$ cat src/rtl/debounce_multi.sv
// debounce_multi: N-channel button conditioner. Each channel has a two-flop synchroniser,
// a stability counter, a debounced level, and press/release/long-press/auto-repeat pulses.
module debounce_multi #(
    parameter int N_CH       = 4,
    parameter int CNT_MAX    = 999_999,
    parameter int LONG_CNT   = 49_999_999,
    parameter int REPEAT_CNT = 9_999_999,
    parameter bit ACTIVE_LOW = 1'b1
) (
    input  logic            clk,
    input  logic            rst,
    input  logic [N_CH-1:0] btn_in,
    output logic [N_CH-1:0] btn_level,
    output logic [N_CH-1:0] press_flag,
    output logic [N_CH-1:0] release_flag,
    output logic [N_CH-1:0] long_flag,
    output logic [N_CH-1:0] repeat_flag
);

    localparam int DW = (CNT_MAX > 0) ? $clog2(CNT_MAX + 1) : 1;
    localparam int LW = (LONG_CNT > 0) ? $clog2(LONG_CNT + 1) : 1;
    localparam int RW = (REPEAT_CNT > 0) ? $clog2(REPEAT_CNT + 1) : 1;
    // One hold counter serves both the long-press and the repeat interval.
    localparam int HW = (LW > RW) ? LW : RW;

    localparam logic [DW-1:0] DC_TC   = DW'(CNT_MAX);
    localparam logic [HW-1:0] LONG_TC = HW'(LONG_CNT);
    localparam logic [HW-1:0] REP_TC  = HW'(REPEAT_CNT);
    localparam logic          REP_EN  = (REPEAT_CNT != 0);
    localparam logic          IDLE_LVL = ACTIVE_LOW;

    typedef enum logic [1:0] {
        IDLE,
        HOLD,
        LONG
    } hold_state_t;

    for (genvar gi = 0; gi < N_CH; gi++) begin : g_ch
        logic          sync1_reg;
        logic          sync2_reg;
        logic          level_reg;
        logic          press_reg;
        logic          release_reg;
        logic          long_reg;
        logic          repeat_reg;
        logic [DW-1:0] dcnt_reg;

        logic          s;
        logic          differ;
        logic          settle;
        logic          press_evt;
        logic          release_evt;

        hold_state_t   state_reg;
        hold_state_t   state_next;
        logic [HW-1:0] hcnt_reg;
        logic [HW-1:0] hcnt_next;
        logic          long_next;
        logic          repeat_next;

        assign s           = ACTIVE_LOW ? ~sync2_reg : sync2_reg;
        assign differ      = s ^ level_reg;
        assign settle      = differ && (dcnt_reg == DC_TC);
        assign press_evt   = settle && s;
        assign release_evt = settle && !s;

        // Synchroniser and stability counter; any agreeing sample restarts the count.
        always_ff @(posedge clk) begin
            if (rst) begin
                sync1_reg   <= IDLE_LVL;
                sync2_reg   <= IDLE_LVL;
                level_reg   <= 1'b0;
                dcnt_reg    <= '0;
                press_reg   <= 1'b0;
                release_reg <= 1'b0;
            end else begin
                sync1_reg   <= btn_in[gi];
                sync2_reg   <= sync1_reg;
                press_reg   <= press_evt;
                release_reg <= release_evt;
                if (!differ) begin
                    dcnt_reg <= '0;
                end else if (settle) begin
                    dcnt_reg  <= '0;
                    level_reg <= ~level_reg;
                end else begin
                    dcnt_reg <= dcnt_reg + DW'(1);
                end
            end
        end

        // Hold tracking keys off the settle events so a release on a terminal count wins.
        always_comb begin
            state_next  = state_reg;
            hcnt_next   = hcnt_reg;
            long_next   = 1'b0;
            repeat_next = 1'b0;
            case (state_reg)
                IDLE: begin
                    if (press_evt) begin
                        state_next = HOLD;
                        hcnt_next  = '0;
                    end
                end
                HOLD: begin
                    if (hcnt_reg == LONG_TC) begin
                        long_next  = 1'b1;
                        hcnt_next  = '0;
                        state_next = LONG;
                    end else begin
                        hcnt_next = hcnt_reg + HW'(1);
                    end
                end
                LONG: begin
                    if (!REP_EN) begin
                        hcnt_next = '0;
                    end else if (hcnt_reg == REP_TC) begin
                        repeat_next = 1'b1;
                        hcnt_next   = '0;
                    end else begin
                        hcnt_next = hcnt_reg + HW'(1);
                    end
                end
                default: begin
                    state_next = IDLE;
                    hcnt_next  = '0;
                end
            endcase
            if (release_evt) begin
                state_next  = IDLE;
                hcnt_next   = '0;
                long_next   = 1'b0;
                repeat_next = 1'b0;
            end
        end

        always_ff @(posedge clk) begin
            if (rst) begin
                state_reg  <= IDLE;
                hcnt_reg   <= '0;
                long_reg   <= 1'b0;
                repeat_reg <= 1'b0;
            end else begin
                state_reg  <= state_next;
                hcnt_reg   <= hcnt_next;
                long_reg   <= long_next;
                repeat_reg <= repeat_next;
            end
        end

        assign btn_level[gi]    = level_reg;
        assign press_flag[gi]   = press_reg;
        assign release_flag[gi] = release_reg;
        assign long_flag[gi]    = long_reg;
        assign repeat_flag[gi]  = repeat_reg;
    end

endmodule

$ cat config.mk
export PLATFORM = sky130hd
export DESIGN_NAME = debounce_multi
export DESIGN_NICKNAME = d
export VERILOG_FILES = /design/src/rtl/debounce_multi.sv
export SDC_FILE = /design/constraint.sdc
export NUM_CORES = 1
export LEC_CHECK = 0
export ABC_AREA = 1
export BUFFER_PORTS_ARGS = -buffer_cell sky130_fd_sc_hd__buf_2
export CORE_ASPECT_RATIO = 0.7
export CORE_MARGIN = 5
export CORE_UTILIZATION = 37
export CTS_BUF_LIST = sky130_fd_sc_hd__clkbuf_16
export CTS_CLUSTER_DIAMETER = 120
export DETAILED_ROUTE_END_ITERATION = 10
export PLACE_DENSITY = 0.59
export SKIP_LAST_GASP = 1
export SYNTH_ARGS = -nofsm -noshare
export SYNTH_HDL_FRONTEND = slang
export SYNTH_SLANG_ARGS = --single-unit
$ cat constraint.sdc
create_clock -name clk -period 2.3 [get_ports clk]
set_input_delay 0.69 -clock clk [delete_from_list [all_inputs] [get_ports clk]]
set_output_delay 0.69 -clock clk [all_outputs]
set_load 0.005 [all_outputs]
==> impl.org, run 1 <==
** Run status
- Result of the run :: finished, final reports clean

** Logic synthesis
- Counting every net in the synthesized netlist gives 2055.
- Post-synth ARST share :: 0
- Adder-cell share of the synthesized area :: 0.02405
- Count of different cell masters after synthesis :: 42
- The synthesized design contains 0 enable-type register cells.
- Synth Area in Simple Gates :: 0.4473
- Among all flip-flop cells after synthesis, the most frequent one is dfxtp_1.
- The cell area that synthesis handed to floorplanning was 13000 um2.
- Synth Area in XOR/XNOR :: 0.03300
- Sequential cell area fraction in the yosys report :: 0.3387
- A synthesized cell averages 6.425 um2.
- After synthesis, the largest family of logic cells by area is simple AND/OR/NAND/NOR gates.
- Register bit total from synthesis :: 220
- After technology mapping, the gate count stands at 2024.
- The compound-gate portion of the synthesized area is 0.04522.
- Multiplexer area fraction after synthesis :: 0
- Yosys warnings :: 0

** Layout
- After filler insertion, the fill cell instance count of the layout stands at 3696.
- In the final design database the tool counted 2067 nets.
- 0 antenna diodes ended up in the layout.
- Number of flip-flops under the largest register name :: 104
- Leaving out fill and tap cells, the most frequent cell in the layout is nand2_1.
- Multi-input gate area in the final layout :: 7154 um2
- P&R area growth vs syn :: 10.30%
- Fraction of layout cells with a size suffix above 1 :: 0.09357
- In the layout the commonest cells are nand2_1, nor2_1, inv_1.
- Post-route core utilization :: 0.4138
- In the final layout, flip-flops and latches occupy 4404 um2.

** Critical path
- The slowest stage of the critical path belongs to the cell dfxtp_1.
- In this run the worst path has a maximum fanout of 33.
- Required time at the endpoint of the critical path :: 2.76 ns
- Destination of the worst register-to-register timing path :: g_ch[2].hcnt_reg[0]
- Number of cell instances on the worst register-to-register path :: 8
- Worst path bufs/invs :: 1
- In this run the critical register-to-register path is launched from g_ch[2].dcnt_reg[0].
- Data on the critical path arrives at its endpoint at 2.50 ns.
- The largest single stage delay on the critical path is 0.35 ns.
- Ordered cell list for the critical path :: ha_1 -> nand3_2 -> nor3_4 -> nand4_2 -> nand2_4 -> inv_2 -> or2_0 -> a21oi_1
- Element type at the critical path start :: flip-flop
- On the critical path the largest part of the delay comes from simple AND/OR/NAND/NOR gates.
- Worst R2R Setup Slack :: 0.26 ns
- Crit path kind :: flip-flop to flip-flop
- Worst Setup End Kind :: flip-flop

** Placed design
- The count of buffers added on input and output ports is 25.
- Final Wtd Congestion :: 0.9045
- Once detailed placement completed, the half-perimeter wirelength came to 23170 um.

** STA
- The clock arrives with 0.01075 ns of skew.
- Max_slew headroom :: 0.6365
- Setup total negative slack on the finished layout was measured at 0 ns.
- Setup repair after global routing missed its margin :: no
- The total count of max-transition violations in the final report was 0.
- Maximum clock frequency :: 489.5 MHz
- Minimum clock period after layout :: 2.043 ns
- In the finished design, the share of the clock period the worst path needs comes to 0.8883.
- Final setup violation count :: 0
- The final hold violation count is 0.
- Slew at the pin closest to its max-slew limit :: 0.5408 ns

** Routing
- Avg Vias per Cell :: 4.805
- For this run, design rule violations remaining after detail routing come to 0.
- Final routed wirelength across all metal layers :: 31010 um
- In the final routed layout, each cell accounts on average for 12.28 um.
- The first routing iteration left 966 violations.
- The routed layout has 12.13k vias.
- The detail route stage leaves a number of antenna-violating nets equal to 0.
- The first detailed-routing pass ran for 5 iterations.

** Global route
- The number of antenna violations at the first check in global routing was 0.
- Via count of the first global-routing pass :: 11.03k
- Largest net degree at the start of global routing :: 34
- Final global-route overflow total :: 0
- The first global-routing pass estimated 53910 um of wire.
- For this run, the total global-route usage over all layers was measured as 0.1595.

** Power and ir drop
- Max rail drop VDD :: 0.0007703 V
- Summed over all cells, the static leakage comes to 5.271 nW.
- Areal power density over the cells :: 570.6 nW/um2

** Hold path
- The path class of the tightest hold or removal check is input pin to flip-flop.
- Hold path startpoint :: btn_in[2]
- Cell depth of the worst hold path :: 2
- The path with the worst hold slack has its endpoint at g_ch[2].sync1_reg.

** Clock network
- Number of buffers inserted during clock tree synthesis :: 25
- No sink is reached through more buffers than the 3 on the longest clock path.
- Number of levels in the clock H-tree :: 1
- In this run the clock root is driven by a clkbuf_16.
- TritonCTS sink count :: 220
- Clock latency on the worst-skew pair, taken at its later pin, is 0.53 ns.
- Setup Fix Bufs, Post-CTS :: 0
- TritonCTS built the clock tree.
- Clock transition at path regs :: 0.06 ns
- Quantity of gates resized following cts :: 0
- Hold buffer count at cts :: 0

** Flow run
- Number of max-cap violations :: 0

** Floorplan
- From bottom edge to top edge, the die measures 166.9 um.
- The total area inside the core boundary comes to 34660 um2.
- Boundary pin count :: 26
- Horiz. Die Dim :: 234.1 um
- Row Count :: 57
- Initial cell density of the core :: 0.3752
- The die covers 39050 um2.
[metal layers]
layer	global-route usage	vias to the layer above	part of all wire
met5	0	-	0
met2	0.2246	277	0.39
met3	0.02842	37	0.063
met4	0.02807	0	0.017
li1	-	6424	-
met1	0.2534	5389	0.53
[metrics by stage]
| stage | setup WS, ns | area (um2) | std cells | hold WS, ns | total power, W |
|---|---|---|---|---|---|
| CTS | 0.1889 | 14340 | 2524 | 0.3187 | 0.008320 |
| floorplan | 0.6514 | 13000 | 2024 | 0.3895 | 0.003978 |
| finish | 0.2569 | 14340 | 2524 | 0.3499 | 0.008184 |
| global placement | 0.2675 | 13470 | 2481 | 0.3937 | 0.004020 |
| global route | 0.01621 | 14340 | 2524 | 0.3380 | 0.008488 |
| detailed placement | 0.2171 | 13470 | 2481 | 0.3983 | 0.004021 |
[worst max-delay path by stage]
stage | from | to | slack [ns] | cells past startpoint
floorplan | g_ch[0].dcnt_reg[0] | g_ch[0].hcnt_reg[4] | 0.65 | 11
global placement | g_ch[1].hcnt_reg[0] | g_ch[1].hcnt_reg[12] | 0.27 | 12
detailed placement | g_ch[0].dcnt_reg[0] | g_ch[0].hcnt_reg[23] | 0.22 | 12
CTS | g_ch[0].dcnt_reg[0] | g_ch[0].hcnt_reg[23] | 0.19 | 12
global route | g_ch[2].dcnt_reg[0] | g_ch[2].hcnt_reg[3] | 0.02 | 9
finish | g_ch[2].dcnt_reg[0] | g_ch[2].hcnt_reg[0] | 0.26 | 8
[cell usage after synthesis (5+ instances only)]
library cell    n  area share
buf_2          23      0.0089
nor2_1        361        0.10
clkinv_1        5      0.0014
nand4_1        54       0.026
nand2_4         5      0.0043
nor2_4         10      0.0087
xor2_1         38       0.026
inv_1         238       0.069
nor3_1         58       0.022
inv_2          12      0.0035
nor3b_1         6      0.0035
nor3_2          8      0.0062
nor2_2         18      0.0087
or2_2          14      0.0067
o21ai_0        15      0.0058
a21oi_1        78       0.030
dfxtp_1       220        0.34
buf_4          26       0.015
nand3_1       198       0.076
nor4_1         13      0.0063
ha_1           25       0.024
o21ai_1         5      0.0019
clkbuf_1        6      0.0017
xnor2_1        11      0.0074
nand3b_1        5      0.0029
buf_6          10      0.0087
nand2_2        20      0.0096
nand3_2         8      0.0062
nand2_1       509        0.15
[area by class of cell]
type	count	share of cell area
flip-flops and latches	220	0.3071
well taps	472	0.04118
clock inverters	18	0.01658
repair buffers	53	0.02600
inverters	255	0.06674
multi-input cells	1481	0.4988
clock buffers	25	0.04362
[kinds of logic (layout without fill, tap and decap cells)]
logic type,Yosys count,count (layout)
AND/OR/NAND/NOR,1297,1297
buffers and inverters,323,351
flip-flops,220,220
AO/OA/AOI/OAI,110,110
XOR/XNOR,49,49
adder cells (fa/ha/maj),25,25
[where the power goes]
group          switching [W]  internal (W)  total, W  leakage (nW)
clock                0.00162       0.00263   0.00425         0.421
combinational      0.0000788     0.0000331  0.000112          3.08
sequential        0.00000412       0.00382   0.00382          1.77
total                0.00170       0.00649   0.00818          5.27
No activity file was read; power rests on OpenSTA's default activity.
==> inputs of run 2 (changes only) <==
==> constraint.sdc (replaced) <==
create_clock -name clk -period 2.33 [get_ports clk]
set_input_delay 0.699 -clock clk [delete_from_list [all_inputs] [get_ports clk]]
set_output_delay 0.699 -clock clk [all_outputs]
set_load 0.005 [all_outputs]
==> run 2 against run 1 <==
  * Critical endpoint is now g_ch[1].hcnt_reg[12]
  * Critical path type unchanged
  * Highest routed layer unchanged
  * Maximum frequency is 1.5% lower
  * Cell area hardly changed
  * Largest power group unchanged
  * Sequential cell count stayed put
  * Clock power is 5.2% lower
  * Sequential share of layout area hardly changed
  * Hold slack worse by 0.0022 ns
  * First-iteration DRC count stayed put
  * Clock-buffer cell count is 2 higher
  * Combinational power is 4% lower
==> impl.org, run 2 (synthesized netlist as in run 1, its figures left out) <==
** Run status
- Result of the run: finished, final reports clean (unchanged).

** Critical path
- Crit path max-delay family :: simple AND/OR/NAND/NOR gates (unchanged)
- Crit path kind :: flip-flop to flip-flop (unchanged)
- Number of cell instances on the worst register-to-register path :: 12 (was 8)
- Element type at the critical path start :: flip-flop (unchanged)
- Worst-path cell with the longest stage delay :: dfxtp_1 (unchanged)
- The delay of the slowest cell on the worst path is 0.37 ns (was 0.35 ns).
- The startpoint of the worst register-to-register path is g_ch[1].hcnt_reg[0] (was g_ch[2].dcnt_reg[0]).
- The endpoint of the most critical register-to-register path was g_ch[1].hcnt_reg[12] (was g_ch[2].hcnt_reg[0]).
- The capturing element type of the critical path is a flip-flop (unchanged).
- CP dominant cell by count :: nand2_1
- The arrival time at the worst endpoint was 2.49 ns (was 2.50 ns).
- Max Fanout on Critical Path :: 8 (was 33)
- Required time at the endpoint of the critical path :: 2.75 ns (was 2.76 ns)
- The slack of the worst reg-to-reg path came to 0.26 ns (about the same).
- Ordered cell list for the critical path: ha_1 -> nand2_1 -> nor2_4 -> nand3_1 -> nor2_1 -> nand2_1 -> nand2_1 -> nand2_1 -> nand2_1 -> nand2_1 -> nand2_2 -> nor2_1 (was ha_1 -> nand3_2 -> nor3_4 -> nand4_2 -> nand2_4 -> inv_2 -> or2_0 -> a21oi_1).
- The critical path buffer and inverter count is 0 (was 1).

** Layout
- # diodes :: 0 (unchanged)
- The layout net count was 2073 (was 2067).
- Number of fillers in the final layout :: 3787 (was 3696)
- Commonest cells after routing, fill and taps aside: nand2_1, nor2_1, inv_1 (unchanged).
- The most common cell after layout, fill and taps aside was nand2_1 (unchanged).
- The flip-flop count of the largest register after layout is 104 (unchanged).
- The fraction of final layout cells sized beyond drive strength 1 is 0.09510 (was 0.09357).
- The synthesis-to-layout area growth is 10.35% (was 10.30%).

** Flow run
- Number of max-cap violations :: 0 (unchanged)

** Floorplan
- Horiz. Die Dim :: 234.1 um (unchanged)
- Die height :: 166.9 um (unchanged)
- The total I/O pin count came to 26 (unchanged).
- Placeable core region :: 34660 um2 (unchanged)
- The initial standard-cell utilization of the core is 0.3752 (unchanged).
- Die Footprint :: 39050 um2 (unchanged)
- Row Count :: 57 (unchanged)

** STA
- Final hold violations :: 0 (unchanged)
- The total count of max-transition violations in the final report came to 0 (unchanged).
- Worst Skew :: 0.01211 ns (was 0.01075 ns)
- The transition at the pin with the smallest max-transition slack was 0.6372 ns (was 0.5408 ns).
- The period utilization came to 0.8905 (was 0.8883).
- The final-layout setup total negative slack is 0 ns (unchanged).
- Final setup violation count :: 0 (unchanged)
- The peak clock frequency supported by timing came to 481.9 MHz (was 489.5 MHz).
- The worst slew slack as a fraction of its limit came to 0.5717 (was 0.6365).
- Minimum clock period after layout :: 2.075 ns (was 2.043 ns)
- Setup repair after global routing missed its margin: no (unchanged).
- The minimum setup slack in the final design came to 0.2550 ns (was 0.2569 ns).

** Routing
- Remaining antenna violation count :: 0 (unchanged)
- Number of optimization iterations in the first detailed-route pass :: 5 (unchanged)
- Avg Vias per Cell :: 4.841 (was 4.805)
- The DRC marker count from the first detailed-route iteration is 966 (unchanged).
- Average wire length per cell after detail routing :: 12.49 um (was 12.28 um)
- The DRC violations left came to 0 (unchanged).
- The total wire length came to 31630 um (was 31010 um).
- Vias post-DR :: 12.26k (was 12.13k)

** Power and ir drop
- Flop pwr share :: 0.477 (was 0.467)
- The switching share of power was 0.2149 (was 0.2075).
- Max rail drop VDD :: 0.0004129 V (was 0.0007703 V)
- Power Internal :: 0.006213 W (was 0.006486 W)
- The proportion of power drawn by combinational gates came to 0.014 (about the same).
- Clock network power share :: 0.509 (was 0.519)
- Leakage power :: 5.278 nW (was 5.271 nW)
- The switching power was 0.001700 W (was 0.001698 W).
- The power density over the cells was 551.5 nW/um2 (was 570.6 nW/um2).

** Placed design
- The count of port buffers added during placement is 25 (unchanged).
- The placed wire-length estimate was 23650 um (was 23170 um).
- Final Wtd Congestion :: 0.9573 (was 0.9045)
- The minimum setup slack after placement is 0.2234 ns (was 0.2171 ns).

** Global route
- Via count of the first global-routing pass :: 11.08k (was 11.03k)
- The sum of overflow across all layers after global routing came to 0 (unchanged).
- The wire length of the first global-routing pass is 54310 um (was 53910 um).
- Global router's overall resource usage :: 0.1622 (was 0.1595)
- Number of antenna violations at the first check in global routing :: 0 (unchanged)
- Largest net degree at the start of global routing :: 34 (unchanged)

** Hold path
- Type of the tightest min-delay check :: input pin to flip-flop (unchanged)
- Endpoint of the worst hold-timing path :: g_ch[2].sync1_reg (unchanged)
- Cell depth of the worst hold path :: 2 (unchanged)
- The launch point of the worst hold path is btn_in[2] (unchanged).

** Clock network
- Number of levels in the clock H-tree :: 1 (unchanged)
- The number of clock sinks was 220 (unchanged).
- CTS max path bufs :: 3 (unchanged)
- The root cell of the clock tree is clkbuf_16 (unchanged).
- The CTS buffer count is 26 (was 25).
- Clock latency on the worst-skew pair :: 0.54 ns (was 0.53 ns)
- The hold-fix buffer count after cts was 0 (unchanged).
- Clock transition at path regs :: 0.06 ns (about the same)
- The clock tree from TritonCTS is done (unchanged).
## run 2: cell types whose count changed in the layout (fill, tap and decap cells not counted)
| cell | change |
|---|---|
| clkinv_1 | +5 |
| clkinvlp_4 | +2 |
| buf_12 | -1 |
| bufinv_16 | -3 |
| inv_1 | -1 |
| nand2_2 | -1 |
| buf_4 | +6 |
| nand2_1 | +1 |
| clkinv_2 | -1 |
| clkbuf_16 | +2 |
## run 2: metrics by stage
stage	util	std cells	cell area [um2]	hold slack, ns	power [W]
after global routing	0.4140	2533	14350	0.3295	0.008192
after CTS	0.4133	2531	14330	0.3104	0.008056
after global placement	0.3890	2484	13480	0.3946	0.003966
final	0.4140	2533	14350	0.3477	0.007914
after floorplan	-	2024	13000	0.3895	0.003927
after detailed placement	0.3890	2484	13480	0.3942	0.003966
## run 2: metal layers
layer,global-route usage,vias to the layer above,part of all wire
met4,0.02730,0,0.013
met2,0.2303,280,0.40
met5,0,-,0
met1,0.2595,5524,0.53
met3,0.02434,30,0.062
li1,-,6428,-
## run 2: timing repair
item / in CTS / in global routing
setup endpoints to repair: 0 / 16
gates resized for setup: 0 / 2
endpoints found under the hold margin: 0 / 0
buffers inserted: 0 / 2
## run 2: layout make-up
cell class                 instances  area (um2)  share of cell area
clock buffer                      27       675.6             0.04708
clock inverter                    20       168.9             0.01177
inverter                         255       960.9             0.06696
multi-input combinational       1481        7152              0.4984
sequential                       220        4404              0.3069
tap                              472       590.6             0.04115
timing repair buffer              58       397.9             0.02773
## run 2: worst max-delay path by stage
| stage | start | end | cells past startpoint |
|---|---|---|---|
| 6_report | g_ch[1].hcnt_reg[0] | g_ch[1].hcnt_reg[12] | 12 |
| 5_1_grt | g_ch[1].hcnt_reg[0] | g_ch[1].hcnt_reg[17] | 12 |
| 4_1_cts | g_ch[1].dcnt_reg[0] | g_ch[1].hcnt_reg[1] | 12 |
| 3_5_place_dp | g_ch[1].dcnt_reg[0] | g_ch[1].hcnt_reg[1] | 12 |
| 3_3_place_gp | g_ch[1].dcnt_reg[0] | g_ch[1].hcnt_reg[1] | 12 |
| 2_1_floorplan | g_ch[0].dcnt_reg[0] | g_ch[0].hcnt_reg[4] | 11 |
## run 2: power by group through the flow
stage                     Combinational [W]  Sequential [W]  Clock, W
after floorplan                   0.0000709         0.00386         0
after global placement             0.000109         0.00386         0
after detailed placement           0.000108         0.00386         0
after CTS                          0.000109         0.00377   0.00417
after global routing               0.000120         0.00377   0.00430
final                              0.000108         0.00377   0.00403
